$ cat src/rtl/pip_stage_chain.sv
// Writeback pipeline of DEPTH stages with per-stage valid, global stall/flush and a
// forwarding lookup that returns the youngest in-flight write to a queried register.
module pip_stage_chain #(
    parameter int unsigned DW    = 32,
    parameter int unsigned AW    = 5,
    parameter int unsigned DEPTH = 1
) (
    input  logic          clk,
    input  logic          rst_n,
    input  logic          stall,
    input  logic          flush,
    input  logic          in_valid,
    input  logic [DW-1:0] in_data,
    input  logic [AW-1:0] in_rd_ad,
    input  logic          in_rdEn,
    output logic          out_valid,
    output logic [DW-1:0] out_data,
    output logic [AW-1:0] out_rd_ad,
    output logic          out_rdEn,
    input  logic [AW-1:0] fwd_rs_ad,
    output logic          fwd_hit,
    output logic [DW-1:0] fwd_data
);

    logic [DEPTH-1:0]         valid_q, valid_d;
    logic [DEPTH-1:0]         rden_q, rden_d;
    logic [DEPTH-1:0][DW-1:0] data_q, data_d;
    logic [DEPTH-1:0][AW-1:0] rd_q, rd_d;

    // Flush only kills valids; payload is left in place since bubbles ignore it.
    always_comb begin
        valid_d = valid_q;
        rden_d  = rden_q;
        data_d  = data_q;
        rd_d    = rd_q;
        if (flush) begin
            valid_d = '0;
        end else if (!stall) begin
            valid_d[0] = in_valid;
            rden_d[0]  = in_rdEn;
            data_d[0]  = in_data;
            rd_d[0]    = in_rd_ad;
            for (int k = 1; k < int'(DEPTH); k++) begin
                valid_d[k] = valid_q[k-1];
                rden_d[k]  = rden_q[k-1];
                data_d[k]  = data_q[k-1];
                rd_d[k]    = rd_q[k-1];
            end
        end
    end

    always_ff @(posedge clk or negedge rst_n) begin
        if (!rst_n) begin
            valid_q <= '0;
            rden_q  <= '0;
            data_q  <= '0;
            rd_q    <= '0;
        end else begin
            valid_q <= valid_d;
            rden_q  <= rden_d;
            data_q  <= data_d;
            rd_q    <= rd_d;
        end
    end

    assign out_valid = valid_q[DEPTH-1];
    assign out_data  = data_q[DEPTH-1];
    assign out_rd_ad = rd_q[DEPTH-1];
    assign out_rdEn  = valid_q[DEPTH-1] & rden_q[DEPTH-1];

    // Scan oldest to youngest so the youngest match overwrites earlier ones.
    always_comb begin
        fwd_hit  = 1'b0;
        fwd_data = '0;
        for (int k = int'(DEPTH) - 1; k >= 0; k--) begin
            if (valid_q[k] && rden_q[k] && (rd_q[k] == fwd_rs_ad) && (fwd_rs_ad != '0)) begin
                fwd_hit  = 1'b1;
                fwd_data = data_q[k];
            end
        end
    end

endmodule

$ cat config.mk
export PLATFORM = sky130hd
export DESIGN_NAME = pip_stage_chain
export DESIGN_NICKNAME = d
export VERILOG_FILES = /design/src/rtl/pip_stage_chain.sv
export SDC_FILE = /design/constraint.sdc
export NUM_CORES = 1
export LEC_CHECK = 0
export BUFFER_PORTS_ARGS = -buffer_cell sky130_fd_sc_hd__buf_2
export CAP_MARGIN = 20
export CORE_MARGIN = 4
export CORE_UTILIZATION = 45
export DETAILED_ROUTE_END_ITERATION = 10
export PLACE_DENSITY_LB_ADDON = 0.05
export REMOVE_ABC_BUFFERS = 1
export SLEW_MARGIN = 5
export SYNTH_ARGS = -nofsm -noshare
export SYNTH_HDL_FRONTEND = slang
export SYNTH_SLANG_ARGS = --single-unit
$ cat constraint.sdc
create_clock -name clk -period 2.9 [get_ports clk]
set_clock_uncertainty 0.15 [all_clocks]
set_input_delay 0.29 -clock clk [delete_from_list [all_inputs] [get_ports clk]]
set_output_delay 0.29 -clock clk [all_outputs]
set_load 0.1 [all_outputs]
Yosys cells after proc, flatten, opt, wreduce, memory -nomap -nowiden
Cells that the tools add are included.

Register bits after elaboration: 39. Input bits: 48. Output and inout bits: 72. Logic and storage cells: 18.

Equal/unequal tests: 2. Mux-type cells: 4. Bitwise operators: 3. Reductions and logical operators: 5.

Operators by type and width (count): 2-to-1 mux 32 bit (1); == test 5 bit (1); nonzero test 5 bit (1); logical AND 1 bit (3); 2-to-1 mux 1 bit (3); != test 2 x 1 -> 1 bit, second input constant (1); inverter 1 bit (2); AND reduction 2 bit (1); bitwise AND 1 bit (1).

Logic depth before layout (Yosys ltp)
Gate-level depths: netlist of the first run.

Depth after elaboration: 4. Mapped depth: 4. Depth with buffers taken out: 3.

Least setup slack after synthesis of the first run
OpenSTA, ideal clock, no wires.

Path kind: register -> output. Start point: reg valid_q (netlist: out_valid). End point: out fwd_data[0]. Arrival: 5.502 ns. Required time: 2.460 ns. Setup slack: -3.042 ns. Stages on the path, launching flop included: 5. Path through: dfrtp_1 -> and2_1 -> nand4_2 -> buf_6 -> nor4b_1.

Word-level cells in the longest chain between the ends: 4.

RTL lines: start: declaration (RTL line 25) `logic [DEPTH-1:0] valid_q, valid_d;`; start signal: assignment (RTL line 59) `valid_q <= valid_d;`; logical AND 1 bit (3 in series) (RTL line 76) `if (valid_q[k] && rden_q[k] && (rd_q[k] == fwd_rs_ad) && (fwd_rs_ad != '0)) begin`; 2-to-1 mux 32 bit (RTL line 76); end: declaration (RTL line 22) `output logic [DW-1:0] fwd_data`.

Every way passes these cells.

Worst setup path in the final report of the first run
Start point: reg rd_q, in the netlist out_rd_ad[2]. End point: out fwd_data[3].

Word-level cells in the longest chain between the ends: 4.

RTL lines: start: declaration (RTL line 28) `logic [DEPTH-1:0][AW-1:0] rd_q, rd_d;`; start signal: assignment (RTL line 62) `rd_q <= rd_d;`; == test 5 bit (RTL line 76); logical AND 1 bit (2 in series) (RTL line 76); 2-to-1 mux 32 bit (RTL line 76).

Every way passes these cells.

==> summary.md, run 1 <==
| Metric | Value |
|---|---|
| Unique masters post-synth | `17` |
| Min Tclk post-route | `2.557 ns` |
| Most common cell after layout, fill and taps aside | `buf_2` |
| Worst-path clk slew | `0.07 ns` |
| Routability cong. | `0.7668` |
| Final setup viols | `0` |
| DRT antenna net count | `0` |
| Final period utilization | `0.8818` |
| Placed instance area | `3049 um^2` |
| Global-route wire length before repair | `a little under 8000 um` |
| Synth Register Bits | `39` |
| Most frequent cells in the layout | `buf_2 (86), dfrtp_1 (39), mux2_2 (38)` |
| Slew Limit Fails | `0` |
| Status | `completed` |
| Final instance area | `approximately 3100 um^2` |
| Grt ovf | `0` |
| Ys Warns | `0` |
| Row cnt | `23` |
| Post-synth top area share | `0.4946` |
| Mapped Area | `~2000 um^2` |
| Postcts setup bufs | `0` |
| H-tree lvl count | `2` |
| Sink Count | `39` |
| WP data arrival | `approximately 2.1 ns` |
| Drt pass-1 iters | `4` |
| Worst setup path category | `register to output pin` |
| Worst-Skew Late Latency | `between 0.2 and 0.3 ns` |
| CP max stage delay | `between 0.5 and 0.6 ns` |
| Critical Path Slowest Stage Cell | `or4_4` |
| Critical-path cell list | `or4_4 -> nor2_8 -> nor4b_1 -> buf_12` |
| Vias | `1,606` |
| Maximum capacitance violations | `0` |
| Worst VDD drop | `approximately 0.36 mV` |
| CP max FO | `33` |
| Pwr dens | `617.4 nW/um^2` |
| Final nets | `301` |
| Core ar. | `4115 um^2` |
| CTS tree | `yes` |
| Post-Layout Cell Count | `302` |
| RSZ-0062 raised after global routing | `no` |
| Ratio of cells with drive above 1 in the final layout | `0.7103` |
| Top post-synthesis cells by area | `dfrtp_1 (49%), mux2_2 (22%), nor4b_1 (10%), nor4b_2 (6.8%), buf_6 (2.3%)` |
| Area growth from synthesis to final layout | `58.72%` |
| IO Pins | `120` |
| Die Span X | `74.22 um` |
| IO Port Bufs | `119` |
| Hold buffers post-CTS | `1` |
| Start point of the critical path | `out_rd_ad[2]` |
| WL per Instance | `17.02 um` |
| Critical Path Sink | `fwd_data[3]` |
| P_leak | `1.349 nW` |
| Syn_area_per_cell | `14.51 um^2` |
| Fmax | `391.0 MHz` |
| Endpoint class of the critical path | `output pin` |
| Worst-case clock buffer depth | `2` |
| Num CTS Buffers | `5` |
| Smallest hold slack | `0.06443 ns` |
| Relative slew slack | `0.4174` |
| Worst hold path type | `input port to register` |
| CTS Root Cell | `clkbuf_8` |
| Total wire length | `5140 um` |
| Post-detail-place hpwl | `between 3000 and 4000 um` |
| Post-Place Cells | `slightly below 300` |
| Post-route DRC | `0` |
| Vias per inst | `5.318` |
| Post-cts resize count | `0` |
| Gr usage total | `0.1867` |
| Detailed Route Iter0 Violations | `69` |
| FF-to-FF Start | `out_rd_ad[1]` |
| Reg-to-Reg End | `out_rd_ad[1]` |
| Initial antenna violation count | `0` |
| Worst Setup Start Kind | `register` |
| Area of the multi-input gates | `897.1 um^2` |
| Worst-Margin Slew | `between 0.8 and 0.9 ns` |
| Die area | `5508 um^2` |
| Initial Utilization | `0.4795` |
| Die extent in y | `roughly 74 um` |
| Vias in the first global route | `1,553` |
| WP buf/inv | `1` |
| R2R Setup Slk | `1.87 ns` |
| Cells after Synth | `136` |
| Synth area leader | `dfrtp_1` |
| Top delay family on crit path | `simple AND/OR/NAND/NOR gates` |
| Worst path depth | `4` |
| Crit path required time | `2.46 ns` |
| Seq/Total Area, Yosys | `0.4946` |
| Ant diodes | `0` |
| Fin. Hold Viols | `0` |
| R2R depth | `1` |
| Register Area | `975.9 um^2` |
| Filler cell count | `between 200 and 300` |
| Largest net degree at the start of global routing | `40` |
==> worst min path at each step <==
stage | depth (start not counted) | slack [ns] | to | start
floorplan | 0 | -0.16 | out_data[0] | rst_n
global placement | 1 | 0.31 | out_rd_ad[0] | rst_n
detailed placement | 1 | 0.31 | out_rd_ad[0] | rst_n
CTS | 2 | 0.06 | out_valid | flush
global route | 2 | 0.06 | out_valid | flush
finish | 2 | 0.06 | out_valid | flush
==> power breakdown <==
part	switching (mW)	internal, mW
Clock	0.174	0.160
Sequential	0.0592	0.624
Combinational	0.734	0.183
==> per-layer routing <==
metal,up-vias,wire (um),global-route usage
met4,0,42,0.06126
met3,4,591,0.06892
met5,-,0,0
met1,784,1942,0.2259
li1,747,-,-
met2,71,2565,0.3100
==> metrics by stage <==
stage,TNS [ns],utilization,setup slack [ns],total power [mW]
finish,0,0.7610,0.3427,1.934
global route,0,0.7610,0.1663,2.013
CTS,0,0.7610,0.3273,1.957
detailed placement,0,0.7410,0.6500,1.615
global placement,0,0.7410,0.6116,1.605
floorplan,-101.73,-,-3.525,1.430
==> kinds of logic (layout without fill, tap and decap cells) <==
group,count (synthesis),count (layout),synth area share
XOR/XNOR,5,5,0.02219
buffers and inverters,13,129,0.05453
flip-flops,39,39,0.4946
multiplexers,39,39,0.2219
AND/OR/NAND/NOR,40,40,0.2067
==> sequential cells by signal, summed over array words and instances, names as in the netlist <==
name / count
out_data: 32
out_rd_ad: 5
out_valid: 1
rden_q: 1
==> layout make-up <==
type                       instances  share of cell area
timing repair buffer             123              0.3588
tap                               50             0.01998
sequential                        39              0.3116
clock buffer                       6             0.02317
multi-input combinational         84              0.2865
==> cell usage after synthesis <==
cell	n
nand4_2	1
nor2_1	2
or4_4	1
nor3_2	1
buf_4	1
dfrtp_1	39
buf_6	4
mux2_2	38
and2_1	1
nor4b_2	9
buf_12	1
nand2_1	1
nor2_8	1
mux2i_1	1
nor4b_1	23
xnor2_1	5
buf_2	7
No activity file was read; power rests on OpenSTA's default activity.
==> run 2: changes to the inputs <==
--- a/config.mk
+++ b/config.mk
@@ -7,8 +7,10 @@
 export LEC_CHECK = 0
 export BUFFER_PORTS_ARGS = -buffer_cell sky130_fd_sc_hd__buf_2
 export CAP_MARGIN = 20
+export CELL_PAD_IN_SITES_DETAIL_PLACEMENT = 1
+export CELL_PAD_IN_SITES_GLOBAL_PLACEMENT = 1
 export CORE_MARGIN = 4
-export CORE_UTILIZATION = 45
+export CORE_UTILIZATION = 35
 export DETAILED_ROUTE_END_ITERATION = 10
 export PLACE_DENSITY_LB_ADDON = 0.05
 export REMOVE_ABC_BUFFERS = 1
==> summary.md, run 2 (synthesized netlist as in run 1, its figures left out) <==
| Metric | Value |
|---|---|
| Status | `finished with violations` |
| Failing checks | `negative hold slack` |
| Routability cong. | `0.7101 (-7.4%)` |
| Pre-CTS setup slack | `0.6120 ns (-0.03795 ns)` |
| Grt ovf | `0 (unchanged)` |
| Num CTS Buffers | `5 (unchanged)` |
| WP data arrival | `2.16 ns (+0.04 ns)` |
| Die extent in y | `83.09 um (+12%)` |
| CP max FO | `33 (unchanged)` |
| WL per Instance | `18.19 um (+6.9%)` |
| Area growth from synthesis to final layout | `60.75%` |
| Worst Setup Start Kind | `register` |
| Row cnt | `27 (+17%)` |
| P_leak | `1.359 nW (+0.81%)` |
| Final nets | `301 (unchanged)` |
| Largest net degree at the start of global routing | `40 (unchanged)` |
| Core ar. | `5473 um^2 (+33%)` |
| Setup ws final | `0.3003 ns (-0.04239 ns)` |
| Fin. Hold Viols | `39 (+39)` |
| Die Span X | `83.09 um (+12%)` |
| CP max stage delay | `0.59 ns (about the same)` |
| H-tree lvl count | `2 (unchanged)` |
| Worst setup path category | `register to output pin` |
| Post-Place Cells | `318 (+7.8%)` |
| Worst-Skew Late Latency | `0.29 ns (about the same)` |
| Ant diodes | `0 (unchanged)` |
| Smallest hold slack | `-0.02452 ns (-0.08896 ns)` |
| CTS tree | `yes` |
| Die area | `6903 um^2 (+25%)` |
| Endpoint class of the critical path | `output pin` |
| Worst-case clock buffer depth | `2 (unchanged)` |
| Largest register FFs | `32 (unchanged)` |
| Worst-Margin Slew | `0.9018 ns (+0.02795 ns)` |
| Ratio of cells with drive above 1 in the final layout | `0.7194 (+0.009050)` |
| Vias per inst | `5.025 (-5.5%)` |
| Post-detail-place hpwl | `4364 um (+17%)` |
| Gr usage total | `0.1780 (-0.008666)` |
| DRT antenna net count | `0 (unchanged)` |
| Vias in the first global route | `1,757 (+13%)` |
| Global-route wire length before repair | `9756 um (+25%)` |
| CTS Root Cell | `clkbuf_8` |
| Setup_tns | `0 ns (unchanged)` |
| Hold buffers post-CTS | `0 (-1)` |
| Crit path required time | `2.46 ns (about the same)` |
| Most common cell after layout, fill and taps aside | `buf_2` |
| Initial antenna violation count | `0 (unchanged)` |
| Drt pass-1 iters | `3 (-1)` |
| Vias | `1,633 (+1.7%)` |
| Post-route DRC | `0 (unchanged)` |
| IO Port Bufs | `119 (unchanged)` |
| Worst-path clk slew | `0.07 ns (about the same)` |
| Postcts setup bufs | `0 (unchanged)` |
| Critical Path Slowest Stage Cell | `or4_4` |
| Post-Layout Cell Count | `325 (+7.6%)` |
| Final period utilization | `0.8965 (+0.01462)` |
| Initial Utilization | `0.3605 (-0.1189)` |
| R2R Setup Slk | `1.88 ns (about the same)` |
| Critical-path cell list | `or4_4 -> nor2_8 -> nor4b_1 -> buf_12` |
| Worst hold path type | `input port to async pin` |
| Most frequent cells in the layout | `buf_2 (86), dfrtp_1 (39), mux2_2 (38)` |
| Pwr dens | `625.1 nW/um^2 (+1.2%)` |
| RSZ-0062 raised after global routing | `no` |
| Min Tclk post-route | `2.600 ns (+0.04239 ns)` |
| Final setup viols | `0 (unchanged)` |
| Pwr Total | `1.983 mW (+2.5%)` |
| Relative slew slack | `0.3988 (-0.01863)` |
| Post-cts resize count | `0 (unchanged)` |
| Slew Limit Fails | `0 (unchanged)` |
| Total wire length | `5912 um (+15%)` |
| Fmax | `384.7 MHz (-1.6%)` |
| Detailed Route Iter0 Violations | `59 (-14%)` |
| Sink Count | `39 (unchanged)` |
| IO Pins | `120 (unchanged)` |
| Maximum capacitance violations | `0 (unchanged)` |
| Worst VDD drop | `0.3563 mV (about the same)` |
## run 2: changes by cell type in the layout (fill, tap and decap cells not counted), sizes merged
cell	delta
buf	+1
clkinv	+1
dlygate4sd3	-1
## run 2: where the power goes
| group | internal (mW) | leakage [nW] | switching, mW | total [mW] |
|---|---|---|---|---|
| Sequential | 0.623 | 0.459 | 0.0580 | 0.681 |
| Clock | 0.187 | 0.0470 | 0.191 | 0.377 |
| Combinational | 0.183 | 0.853 | 0.741 | 0.924 |
## run 2: critical path, delay by kind of cell (launching register included)
family,cells,cell delay (ns)
and+or+nand+nor,3,1.24
DFF,1,0.41
buffers and inverters,1,0.21
## run 2: final cells by class
cell class | instances | area (um^2)
multi-input combinational | 84 | 897.1
clock inverter | 1 | 5.005
fill | 580 | 2301
tap | 72 | 90.09
clock buffer | 6 | 82.58
timing repair buffer | 123 | 1121
sequential | 39 | 975.9
## run 2: path summary, 6_finish.rpt
kind | startpoint | end | cells past startpoint
max reg2reg | out_rd_ad[1] | out_rd_ad[1] | 1
min | rst_n | out_rd_ad[0] | 1
max | out_rd_ad[2] | fwd_data[9] | 4
min reg2reg | rden_q | rden_q | 1
max in group asynchronous | rst_n | out_data[7] | 1
min in group clk | flush | out_valid | 2
## run 2: metrics by stage
stage / instance area [um^2] / hold slack [ns] / util
after floorplan: 1866 / -0.1556 / -
after global placement: 3084 / 0.3255 / 0.5636
after detailed placement: 3084 / 0.3225 / 0.5636
after CTS: 3172 / 0.003108 / 0.5796
after global routing: 3172 / 0.04985 / 0.5796
final: 3172 / -0.02452 / 0.5796
## run 2: metal layers
| metal | up-vias | part of all wire | routed length (um) | global-route usage |
|---|---|---|---|---|
| met5 | - | 0 | 0 | 0 |
| met4 | 0 | 0.011 | 66 | 0.04903 |
| met3 | 6 | 0.090 | 535 | 0.07937 |
| met2 | 72 | 0.49 | 2898 | 0.2886 |
| met1 | 811 | 0.41 | 2412 | 0.2142 |
| li1 | 744 | - | - | - |
